$ cat config.mk
export PLATFORM = sky130hd
export DESIGN_NAME = mole_round_ctrl
export DESIGN_NICKNAME = d
export VERILOG_FILES = /design/src/rtl/mole_round_ctrl.sv
export SDC_FILE = /design/constraint.sdc
export NUM_CORES = 1
export LEC_CHECK = 0
export BUFFER_PORTS_ARGS = -buffer_cell sky130_fd_sc_hd__buf_2
export CAP_MARGIN = 25
export CELL_PAD_IN_SITES_DETAIL_PLACEMENT = 0
export CELL_PAD_IN_SITES_GLOBAL_PLACEMENT = 1
export CORE_ASPECT_RATIO = 0.75
export CORE_MARGIN = 4
export CORE_UTILIZATION = 45
export DETAILED_ROUTE_END_ITERATION = 12
export MAX_ROUTING_LAYER = met4
export PLACE_DENSITY = 0.82
export SYNTH_ARGS = -nofsm -noshare
export SYNTH_HDL_FRONTEND = slang
export SYNTH_SLANG_ARGS = --single-unit
$ cat constraint.sdc
create_clock -name clk -period 5.9 [get_ports clk]
set_input_delay 1.77 -clock clk [delete_from_list [all_inputs] [get_ports clk]]
set_output_delay 1.77 -clock clk [all_outputs]
set_load 0.02 [all_outputs]
$ cat src/rtl/mole_round_ctrl.sv
// Whack-a-mole round sequencer: lights one hole per round, scores hits and counts rounds.
// All outputs are registered. A prescaler tick paces the SHOW and GAP windows.
module mole_round_ctrl #(
  parameter int DIV        = 200,
  parameter int SHOW_TICKS = 50000,
  parameter int GAP_TICKS  = 25000,
  parameter int ROUNDS     = 20
) (
  input  logic       clk,
  input  logic       rst_n,
  input  logic       start,
  input  logic [7:0] key,
  output logic [7:0] mole,
  output logic [7:0] score,
  output logic [7:0] round_cnt,
  output logic       busy,
  output logic       hit_pulse,
  output logic       miss_pulse,
  output logic       done
);

  localparam int PW = (DIV > 2) ? $clog2(DIV) : 1;
  localparam logic [PW-1:0] PRESC_LAST = PW'(DIV - 1);
  localparam logic [15:0]   SHOW_LAST  = 16'(SHOW_TICKS - 1);
  localparam logic [15:0]   GAP_LAST   = 16'(GAP_TICKS - 1);
  localparam logic [7:0]    ROUNDS_L   = 8'(ROUNDS);

  localparam logic [1:0] S_IDLE = 2'd0;
  localparam logic [1:0] S_SHOW = 2'd1;
  localparam logic [1:0] S_GAP  = 2'd2;
  localparam logic [1:0] S_DONE = 2'd3;

  logic [1:0]    state_q, state_d;
  logic [PW-1:0] presc_q, presc_d;
  logic [15:0]   tick_cnt_q, tick_cnt_d;
  logic [7:0]    lfsr_q, lfsr_d;
  logic [2:0]    hole_q, hole_d;
  logic [7:0]    mole_q, mole_d;
  logic [7:0]    score_q, score_d;
  logic [7:0]    round_q, round_d;
  logic          busy_q, busy_d;
  logic          hit_q, hit_d;
  logic          miss_q, miss_d;
  logic          done_q, done_d;

  logic          tick;
  logic          timer_run;
  logic [7:0]    round_inc;

  assign tick      = (presc_q == PRESC_LAST);
  assign round_inc = round_q + 8'd1;

  always_comb begin
    state_d = state_q;
    hole_d  = hole_q;
    score_d = score_q;
    round_d = round_q;
    hit_d   = 1'b0;
    miss_d  = 1'b0;
    lfsr_d  = {lfsr_q[6:0], lfsr_q[7] ^ lfsr_q[5] ^ lfsr_q[4] ^ lfsr_q[3]};

    case (state_q)
      S_IDLE: begin
        if (start) begin
          score_d = 8'd0;
          round_d = 8'd0;
          hole_d  = lfsr_q[2:0];
          state_d = S_SHOW;
        end
      end
      S_SHOW: begin
        // A hit in the timeout cycle still counts as a hit.
        if ((key & mole_q) != 8'd0) begin
          hit_d   = 1'b1;
          score_d = (score_q == 8'hFF) ? score_q : score_q + 8'd1;
          state_d = S_GAP;
        end else if (tick && tick_cnt_q == SHOW_LAST) begin
          miss_d  = 1'b1;
          state_d = S_GAP;
        end
      end
      S_GAP: begin
        if (tick && tick_cnt_q == GAP_LAST) begin
          round_d = round_inc;
          if (round_inc == ROUNDS_L) begin
            state_d = S_DONE;
          end else begin
            hole_d  = lfsr_q[2:0];
            state_d = S_SHOW;
          end
        end
      end
      default: state_d = S_IDLE;
    endcase

    // Timebase restarts from zero on every state entry and stays parked outside SHOW/GAP.
    timer_run = (state_q == S_SHOW || state_q == S_GAP) && (state_d == state_q);
    if (!timer_run) begin
      presc_d    = '0;
      tick_cnt_d = 16'd0;
    end else begin
      presc_d    = tick ? '0 : presc_q + PW'(1);
      tick_cnt_d = tick ? tick_cnt_q + 16'd1 : tick_cnt_q;
    end

    mole_d = (state_d == S_SHOW) ? (8'b1 << hole_d) : 8'd0;
    busy_d = (state_d == S_SHOW) || (state_d == S_GAP);
    done_d = (state_d == S_DONE);
  end

  always_ff @(posedge clk or negedge rst_n) begin
    if (!rst_n) begin
      state_q    <= S_IDLE;
      presc_q    <= '0;
      tick_cnt_q <= 16'd0;
      lfsr_q     <= 8'hA5;
      hole_q     <= 3'd0;
      mole_q     <= 8'd0;
      score_q    <= 8'd0;
      round_q    <= 8'd0;
      busy_q     <= 1'b0;
      hit_q      <= 1'b0;
      miss_q     <= 1'b0;
      done_q     <= 1'b0;
    end else begin
      state_q    <= state_d;
      presc_q    <= presc_d;
      tick_cnt_q <= tick_cnt_d;
      lfsr_q     <= lfsr_d;
      hole_q     <= hole_d;
      mole_q     <= mole_d;
      score_q    <= score_d;
      round_q    <= round_d;
      busy_q     <= busy_d;
      hit_q      <= hit_d;
      miss_q     <= miss_d;
      done_q     <= done_d;
    end
  end

  assign mole       = mole_q;
  assign score      = score_q;
  assign round_cnt  = round_q;
  assign busy       = busy_q;
  assign hit_pulse  = hit_q;
  assign miss_pulse = miss_q;
  assign done       = done_q;

endmodule

# After elaboration in Yosys (flattened, before gate mapping)
# Index checks and enable logic that the tools add are counted.
# word_totals
out_inout_bits	28
regBits	65
elab_cells	74
# op_classes
n_eq_ne	16
n_mux	26
n_shift	1
n_reduce_logical	11
n_bitwise	4
n_addsub	4
# ops
cell	n
8-bit 2-to-1 mux	7
16-bit 2-to-1 mux	2
8-bit one-hot mux with 2 select lines	2
8-bit by 1-bit adder with 8-bit output, second input constant	3
16-bit by 1-bit adder with 16-bit output, second input constant	1
16-bit by 15-bit equality test with 1-bit output, second input constant	1
16-bit equality test, second input constant	1
8-bit equality test, second input constant	2
2-bit 2-to-1 mux	5
2-bit != test, second input constant	5
3-bit 2-to-1 mux	3
8-bit AND	1
8-bit by 5-bit equality test with 1-bit output, second input constant	1
8-bit nonzero test	1
1-bit by 3-bit << shifter with 8-bit output, first input constant	1
2-bit equality test, second input constant	3
2-bit one-hot mux with 3 select lines	1
3-bit one-hot mux with 2 select lines	1
1-bit 2-to-1 mux	5
2-bit by 1-bit equality test with 1-bit output, second input constant	2
4-bit AND reduction	1
2-bit nonzero test	2
1-bit logical AND	3
3-bit AND reduction	1
other kinds (4)	7

# Logic depth before layout (Yosys ltp)
# Gate-level depths: netlist (run 1).
# depth
depth_word	8
mapped_depth	11
ltp_nobuf	11

# Worst setup path before layout (run 1)
# Ideal clock, no wire load.
# synth_timing
path_type	input port to flip-flop
startpoint	input key[0]
endpoint	register mole_q[4] (netlist: mole[4])
required_time_ns	5.820
arrival_time_ns	3.349
setup_slack_ns	2.471
stages	10
path_cell_list	a22oi_1 > and4_1 > nand2_1 > o21ai_0 > o21ai_0 > a21oi_1 > ha_1 > inv_1 > or2_4 > nor3b_2
# synth_between
elab_chain_len	6
# synth_rtl
item	line_no	text
start: declaration	12	input logic [7:0] key,
8-bit AND	73	if ((key & mole_q) != 8'd0) begin
8-bit nonzero test	73	
2-bit 2-to-1 mux	73	
2-bit one-hot mux with 3 select lines	62	case (state_q)
net state_d[0]	33	logic [1:0] state_q, state_d;
2-bit by 1-bit equality test with 1-bit output	106	mole_d = (state_d == S_SHOW) ? (8'b1 << hole_d) : 8'd0;
8-bit 2-to-1 mux	106	
net mole_d[4]	38	logic [7:0] mole_q, mole_d;
end signal: assignment	131	mole_q <= mole_d;
end: declaration	38	
# The timed path passes the listed nets, and every way through them passes these cells.
# A chain may end at the register's enable or synchronous reset.

# Worst setup path after layout (run 1)
# layout_timing
startpoint	input key[1]
endpoint	register mole_q[0] (netlist: mole[0])
# The elaborated chain is that of the path after synthesis.

==> results of run 1 <==
## report_power, final
part / total (mW) / leakage, nW / switching (mW) / internal [mW]
combinational: 0.405 / 0.720 / 0.277 / 0.127
clock: 0.384 / 0.100 / 0.186 / 0.198
sequential: 0.507 / 0.887 / 0.0313 / 0.476
## stage by stage
step                      std cells  worst slack (ns)
after floorplan                 334              2.47
after global placement          466              2.12
after detailed placement        467              2.06
after CTS                       483              2.44
after global routing            483              2.26
final                           483              2.43
## layer usage
layer	part of all wire, %	vias to the layer above	track usage, %
met1	53	1198	26.4
met4	0.70	0	4.82
met2	41	47	21.6
li1	-	1276	-
met5	0	-	-
met3	4.9	6	5.21
## synthesized netlist by cell type (3+ instances only)
library cell   n  area (um^2)
nand2_1       30          113
nor3_1        23          115
xor2_1         9         78.8
dfstp_2        4          105
nand3_1       19         95.1
inv_1         10         37.5
and4_1         3         26.3
nor3b_2        3         37.5
nand4_1        3         18.8
a21oi_1        8         40.0
buf_2          3         15.0
or3_1          3         18.8
a22oi_1        6         45.0
nor2_1        35          131
mux2_2         4         45.0
xnor2_1       20          175
and2_1         4         25.0
clkbuf_1       4         15.0
and3_1         7         43.8
dfrtp_1       61         1530
ha_1          10          125
mux2i_1        3         30.0
o21ai_0       19         95.1
## cell type report
type                    count  area, um^2
fillers                   710        3430
multi-input cells         249        1650
flip-flops and latches     65        1630
repair buffers             41         210
well taps                 101         126
clock buffers               9         124
clock inverters             7        77.6
inverters                  11        41.3
## logic make-up (layout without fill, tap and decap cells)
| logic type | count (synthesis) | after routing | share of synthesized area, % |
|---|---|---|---|
| fa+ha+maj | 10 | 10 | 3.71 |
| mux | 8 | 8 | 2.56 |
| compound gates | 52 | 52 | 11.1 |
| buf+inv | 20 | 68 | 2.56 |
| simple gates | 150 | 150 | 24.1 |
| flops | 65 | 65 | 48.4 |
| xor+xnor | 29 | 29 | 7.54 |
## cells in the final DEF, fill, tap and decap left out, types with 2 or more instances in the layout
| cell | count |
|---|---|
| nor4b_2 | 2 |
| o211ai_2 | 2 |
| mux2_2 | 4 |
| o21ai_0 | 19 |
| nand4_1 | 3 |
| nand2_1 | 30 |
| clkbuf_8 | 9 |
| a2111o_1 | 2 |
| and2_1 | 4 |
| mux2i_1 | 3 |
| and3_1 | 7 |
| a31oi_1 | 2 |
| and4_1 | 3 |
| nand3_1 | 19 |
| ha_1 | 10 |
| dfrtp_1 | 61 |
| nor3_1 | 23 |
| a22oi_1 | 6 |
| nor2b_1 | 2 |
| inv_1 | 10 |
| o31ai_1 | 2 |
| nor3b_2 | 3 |
| nand4b_1 | 2 |
| buf_4 | 2 |
| inv_6 | 2 |
| a22o_1 | 2 |
| or3_1 | 3 |
| xor2_1 | 9 |
| xnor2_1 | 20 |
| clkinv_4 | 2 |
| nor2_1 | 35 |
| buf_2 | 39 |
| dfstp_2 | 4 |
| nand2b_1 | 2 |
| a21oi_1 | 8 |
## critical path: stages
cell and delay [ns]:
buf_2 0.10, a22oi_1 0.19, and4_1 0.34, nand2_1 0.13
o21ai_0 0.15, o21ai_0 0.10, a21oi_1 0.25, ha_1 0.24
inv_1 0.05, or2_4 0.27, nor3_1 0.16
## flip-flops by register name, indices dropped and copies added (netlist names)
signal / count
lfsr_q: 8
miss_pulse: 1
busy: 1
mole: 8
tick_cnt_q: 16
round_cnt: 8
presc_q: 8
hit_pulse: 1
state_q: 2
done: 1
score: 8
hole_q: 3
## how the worst max path moves through the flow
| stage | start | endpoint | slack, ns | cells after the start |
|---|---|---|---|---|
| after floorplan | key[0] | mole[4] | 2.47 | 10 |
| after global placement | key[1] | mole[0] | 2.12 | 11 |
| after detailed placement | key[1] | mole[0] | 2.06 | 11 |
| after CTS | key[1] | mole[0] | 2.44 | 11 |
| after global routing | key[1] | mole[0] | 2.26 | 11 |
| final | key[1] | mole[0] | 2.43 | 11 |
==> results.cfg, run 1 <==
[critical_path]
r2r-start = presc_q[0]
reg2reg_to = mole[0]
cp-end-kind = flip-flop
crit_required_ns = 6.18
critPathArrivalTime_ns = 3.74
rrSetupSlack_ns = 3.20
worstSetupPathType = in -> reg
cp_max_fo = 5
critPathLaunchType = primary input
reg2reg_depth = 10

[clocking]
cts_resized = 0
cts_made_buffers = 9
clock_path_buffers = 2
cts_setup_buffers = 0
cts_tree = done
path_clk_slew_ns = 0.08
clock_latency_ns = 0.35
root_buffer = clkbuf_8
cts_hold_buf = 0
htreeDepth = 3
numClockSinks = 65

[synthesis]
synthFlopType = dfrtp_1
synthArstFlopShare_pct = 100
postSynthAreaPerCell_um2 = 10.1
yosysUniqueCellTypes = 56
netlist_area_um2 = 3370
syn-num-nets = 355
yosysSeqAreaShare_pct = 48.4
synth_edf_count = 0
ys_warn_count = 0
syn_inst = 334
ys_ff_latch = 65

[placement]
postPlaceCellArea_um2 = 3660
place_hpwl_um = 4940
place.gp.congestion = 0.869
io_buffers = 38

[die]
initial_core_util_pct = 46.2
coreArea_um2 = 7300
die_h_um = 83.0
dieArea_um2 = 8950
fp.dieW_um = 108
ios = 39
rows = 27

[power_and_ir_drop]
p_leak_nw = 1.71
irDropWorstVdd_v = 0.000271
total_power_mw = 1.30
power_density_nw_per_um2 = 335

[worst_hold_path]
min_path_cells = 0
hp-class = reg -> reg
worstHoldStart = lfsr_q[6]
hold_end = lfsr_q[7]

[sta]
setup_viol = 0
fin_hold_ws_ns = 0.358
tightest_slew_ns = 0.705
setup-tns-final_ns = 0
skew_ns = 0.0124
period_minus_slack_ns = 3.47
maxSlewHeadroom_pct = 52.7
finalHoldViolCount = 0
fmax_mhz = 288
report.final.slew_viol_count = 0
period_share_pct = 58.8
rsz0062_at_grt = no

[global_routing]
grt_pass1_wl_um = 11900
antenna_found_initial = 0
track_usage_pct = 17.2
grt_pass1_vias = 2391
grt_max_degree = 36
gr-total-overflow = 0

[drt]
via_per_inst = 5.23
wl_per_cell_um = 14.5
firstDrtPassIters = 4
finalWirelength_um = 6990
route.detailed.drc = 0
drt_iter0_markers = 115
ant_nets = 0
route.vias.total = 2527

[layout]
drive_above_1_share_pct = 22.3
n_antenna_cell = 0
area_delta_synth_final_pct = 14.6
fin_area_um2 = 3860
nets = 398
final_core_util_pct = 52.9

[run]
maxCapViolCount = 0

[outcome]
status = finished clean
Note: power is estimated with default switching activity, not from simulation.
==> run 2, diff against run 1 <==
--- a/config.mk
+++ b/config.mk
@@ -5,16 +5,17 @@
 export SDC_FILE = /design/constraint.sdc
 export NUM_CORES = 1
 export LEC_CHECK = 0
+export ABC_AREA = 1
 export BUFFER_PORTS_ARGS = -buffer_cell sky130_fd_sc_hd__buf_2
 export CAP_MARGIN = 25
 export CELL_PAD_IN_SITES_DETAIL_PLACEMENT = 0
 export CELL_PAD_IN_SITES_GLOBAL_PLACEMENT = 1
 export CORE_ASPECT_RATIO = 0.75
 export CORE_MARGIN = 4
-export CORE_UTILIZATION = 45
+export CORE_UTILIZATION = 40
 export DETAILED_ROUTE_END_ITERATION = 12
 export MAX_ROUTING_LAYER = met4
-export PLACE_DENSITY = 0.82
+export PLACE_DENSITY = 0.79
 export SYNTH_ARGS = -nofsm -noshare
 export SYNTH_HDL_FRONTEND = slang
 export SYNTH_SLANG_ARGS = --single-unit
==> constraint.sdc (replaced) <==
create_clock -name clk -period 3.1 [get_ports clk]
set_input_delay 0.93 -clock clk [delete_from_list [all_inputs] [get_ports clk]]
set_output_delay 0.93 -clock clk [all_outputs]
set_load 0.02 [all_outputs]
==> results.cfg, run 2 <==
[power_and_ir_drop]
irDropWorstVdd_v = 0.000408
power_density_nw_per_um2 = 693
p_leak_nw = 1.95

[drt]
drt_iter0_markers = 111
ant_nets = 0
route.vias.total = 2790
via_per_inst = 4.79
route.detailed.drc = 0
wl_per_cell_um = 12.9
firstDrtPassIters = 5
finalWirelength_um = 7530

[die]
initial_core_util_pct = 41.8
fp.dieW_um = 118
dieArea_um2 = 10600
die_h_um = 90.3
ios = 39
rows = 29
coreArea_um2 = 8640

[synthesis]
netlist_area_um2 = 3610
synthTopCellsByCount = nand2_1 (86), dfrtp_1 (61), inv_1 (54), nor2_1 (50), nand3_1 (34)
yosysUniqueCellTypes = 35
synth_area_leaders = dfrtp_1 (42%), nand2_1 (8.9%), nor2_4 (6.9%)
postSynthAreaPerCell_um2 = 8.56
ys_warn_count = 0
syn_inst = 422
yosysSeqAreaShare_pct = 45.2
yosysMostFrequentCell = nand2_1
syn-num-nets = 443
synthArstFlopShare_pct = 100
synth_top_area_share_pct = 42.2
synth_top_cell_by_area = dfrtp_1
ys_ff_latch = 65
synthFlopType = dfrtp_1
synth_edf_count = 0

[global_routing]
grt.busiest_layer = met1
grt_max_degree = 32
grt_pass1_wl_um = 13600
gr-total-overflow = 0
use_met2_pct = 22.1
grt_pass1_vias = 2821
grtUsageMet3_pct = 5.13
antenna_found_initial = 1
grtUsageMet1_pct = 22.5
track_usage_pct = 16.1

[layout]
final_core_util_pct = 48.9
drive_above_1_share_pct = 22.6
largest_register_ffs = 16
area_delta_synth_final_pct = 16.8
final_cell_mix = nand2_1 (86), dfrtp_1 (61), inv_1 (54), nor2_1 (50), buf_2 (38)
final_common_cell = nand2_1
nets = 489
regMostFlops = tick_cnt_q

[clocking]
htreeDepth = 3
cts_hold_buf = 0
cts_setup_buffers = 0
cts_tree = done
clock_path_buffers = 2
cts_resized = 0
cts_made_buffers = 9
root_buffer = clkbuf_16
path_clk_slew_ns = 0.05
numClockSinks = 65
clock_latency_ns = 0.33

[sta]
finalHoldViolCount = 0
skew_ns = 0.00385
period_minus_slack_ns = 2.41
report.final.slew_viol_count = 0
fmax_mhz = 414
setup-tns-final_ns = 0
setup_viol = 0
period_share_pct = 77.9
tightest_slew_ns = 0.580
maxSlewHeadroom_pct = 61.0
rsz0062_at_grt = no
final_critical_path_setup_slack_ns = 0.685

[worst_hold_path]
hp-class = reg -> reg

[outcome]
status = finished clean

[critical_path]
crit_required_ns = 3.31
cp-end-kind = flip-flop
worstSetupPathType = reg -> reg
cp_max_fo = 24
critPathLaunchType = flip-flop
critPathArrivalTime_ns = 2.63

[placement]
place.gp.congestion = 0.877
dp_slack_ns = 0.606
place_hpwl_um = 5580
io_buffers = 38

[run]
maxCapViolCount = 0
==> run 2: critical path, cell delays in order, from the launching register on <==
cell	delay [ns]
dfrtp_1	0.37
ha_1	0.20
nand2_1	0.10
inv_2	0.06
nand2_2	0.05
nor2_4	0.28
inv_2	0.19
nor2_4	0.24
nand2_4	0.10
nand2_2	0.08
nand2_4	0.05
nand2_4	0.07
nand2_2	0.06
nand3_4	0.09
buf_12	0.26
nor2_1	0.07
==> run 2: per-layer routing <==
layer | vias to the layer above | wire [um]
met2 | 54 | 3240
met3 | 9 | 380
met4 | 0 | 97
li1 | 1418 | -
met1 | 1309 | 3810
met5 | - | 0
==> run 2: through the flow <==
stage	instances	hold slack (ns)	cell area [um^2]	power, mW
6_report	582	0.361	4220	2.93
5_1_grt	582	0.366	4220	3.13
2_1_floorplan	422	0.333	3610	1.76
4_1_cts	581	0.367	4220	2.97
3_3_place_gp	565	0.339	3920	1.94
3_5_place_dp	565	0.357	3920	1.96
==> run 2: cell families after synthesis <==
| logic type | after synthesis | share of synthesized area, % |
|---|---|---|
| compound gates | 29 | 4.36 |
| xor+xnor | 23 | 5.57 |
| fa+ha+maj | 10 | 3.46 |
| buf+inv | 64 | 8.00 |
| flops | 65 | 45.2 |
| mux | 1 | 0.277 |
| simple gates | 230 | 33.2 |
==> run 2: final timing paths <==
kind | from | to | slack (ns) | cells after the start
setup / recovery | presc_q[0] | tick_cnt_q[2] | 0.69 | 15
hold / removal | lfsr_q[6] | lfsr_q[7] | 0.36 | 0
setup reg to reg | presc_q[0] | tick_cnt_q[2] | 0.69 | 15
hold reg to reg | lfsr_q[6] | lfsr_q[7] | 0.36 | 0
max in group asynchronous | rst_n | round_cnt[1] | 1.95 | 2
min in group asynchronous | rst_n | presc_q[1] | 0.55 | 1
==> run 2: layout make-up <==
| class | instances | area, um^2 |
|---|---|---|
| timing repair buffer | 43 | 253 |
| sequential | 65 | 1630 |
| inverter | 56 | 210 |
| clock inverter | 7 | 71.3 |
| antenna | 1 | 2.50 |
| fill | 843 | 4410 |
| clock buffer | 9 | 225 |
| multi-input combinational | 293 | 1690 |
| tap | 108 | 135 |
==> run 2: where the power goes <==
group / switching [mW] / leakage (nW) / internal, mW
registers: 0.0390 / 0.885 / 0.901
clock network: 0.373 / 0.137 / 0.619
logic: 0.715 / 0.932 / 0.279
total: 1.13 / 1.95 / 1.80
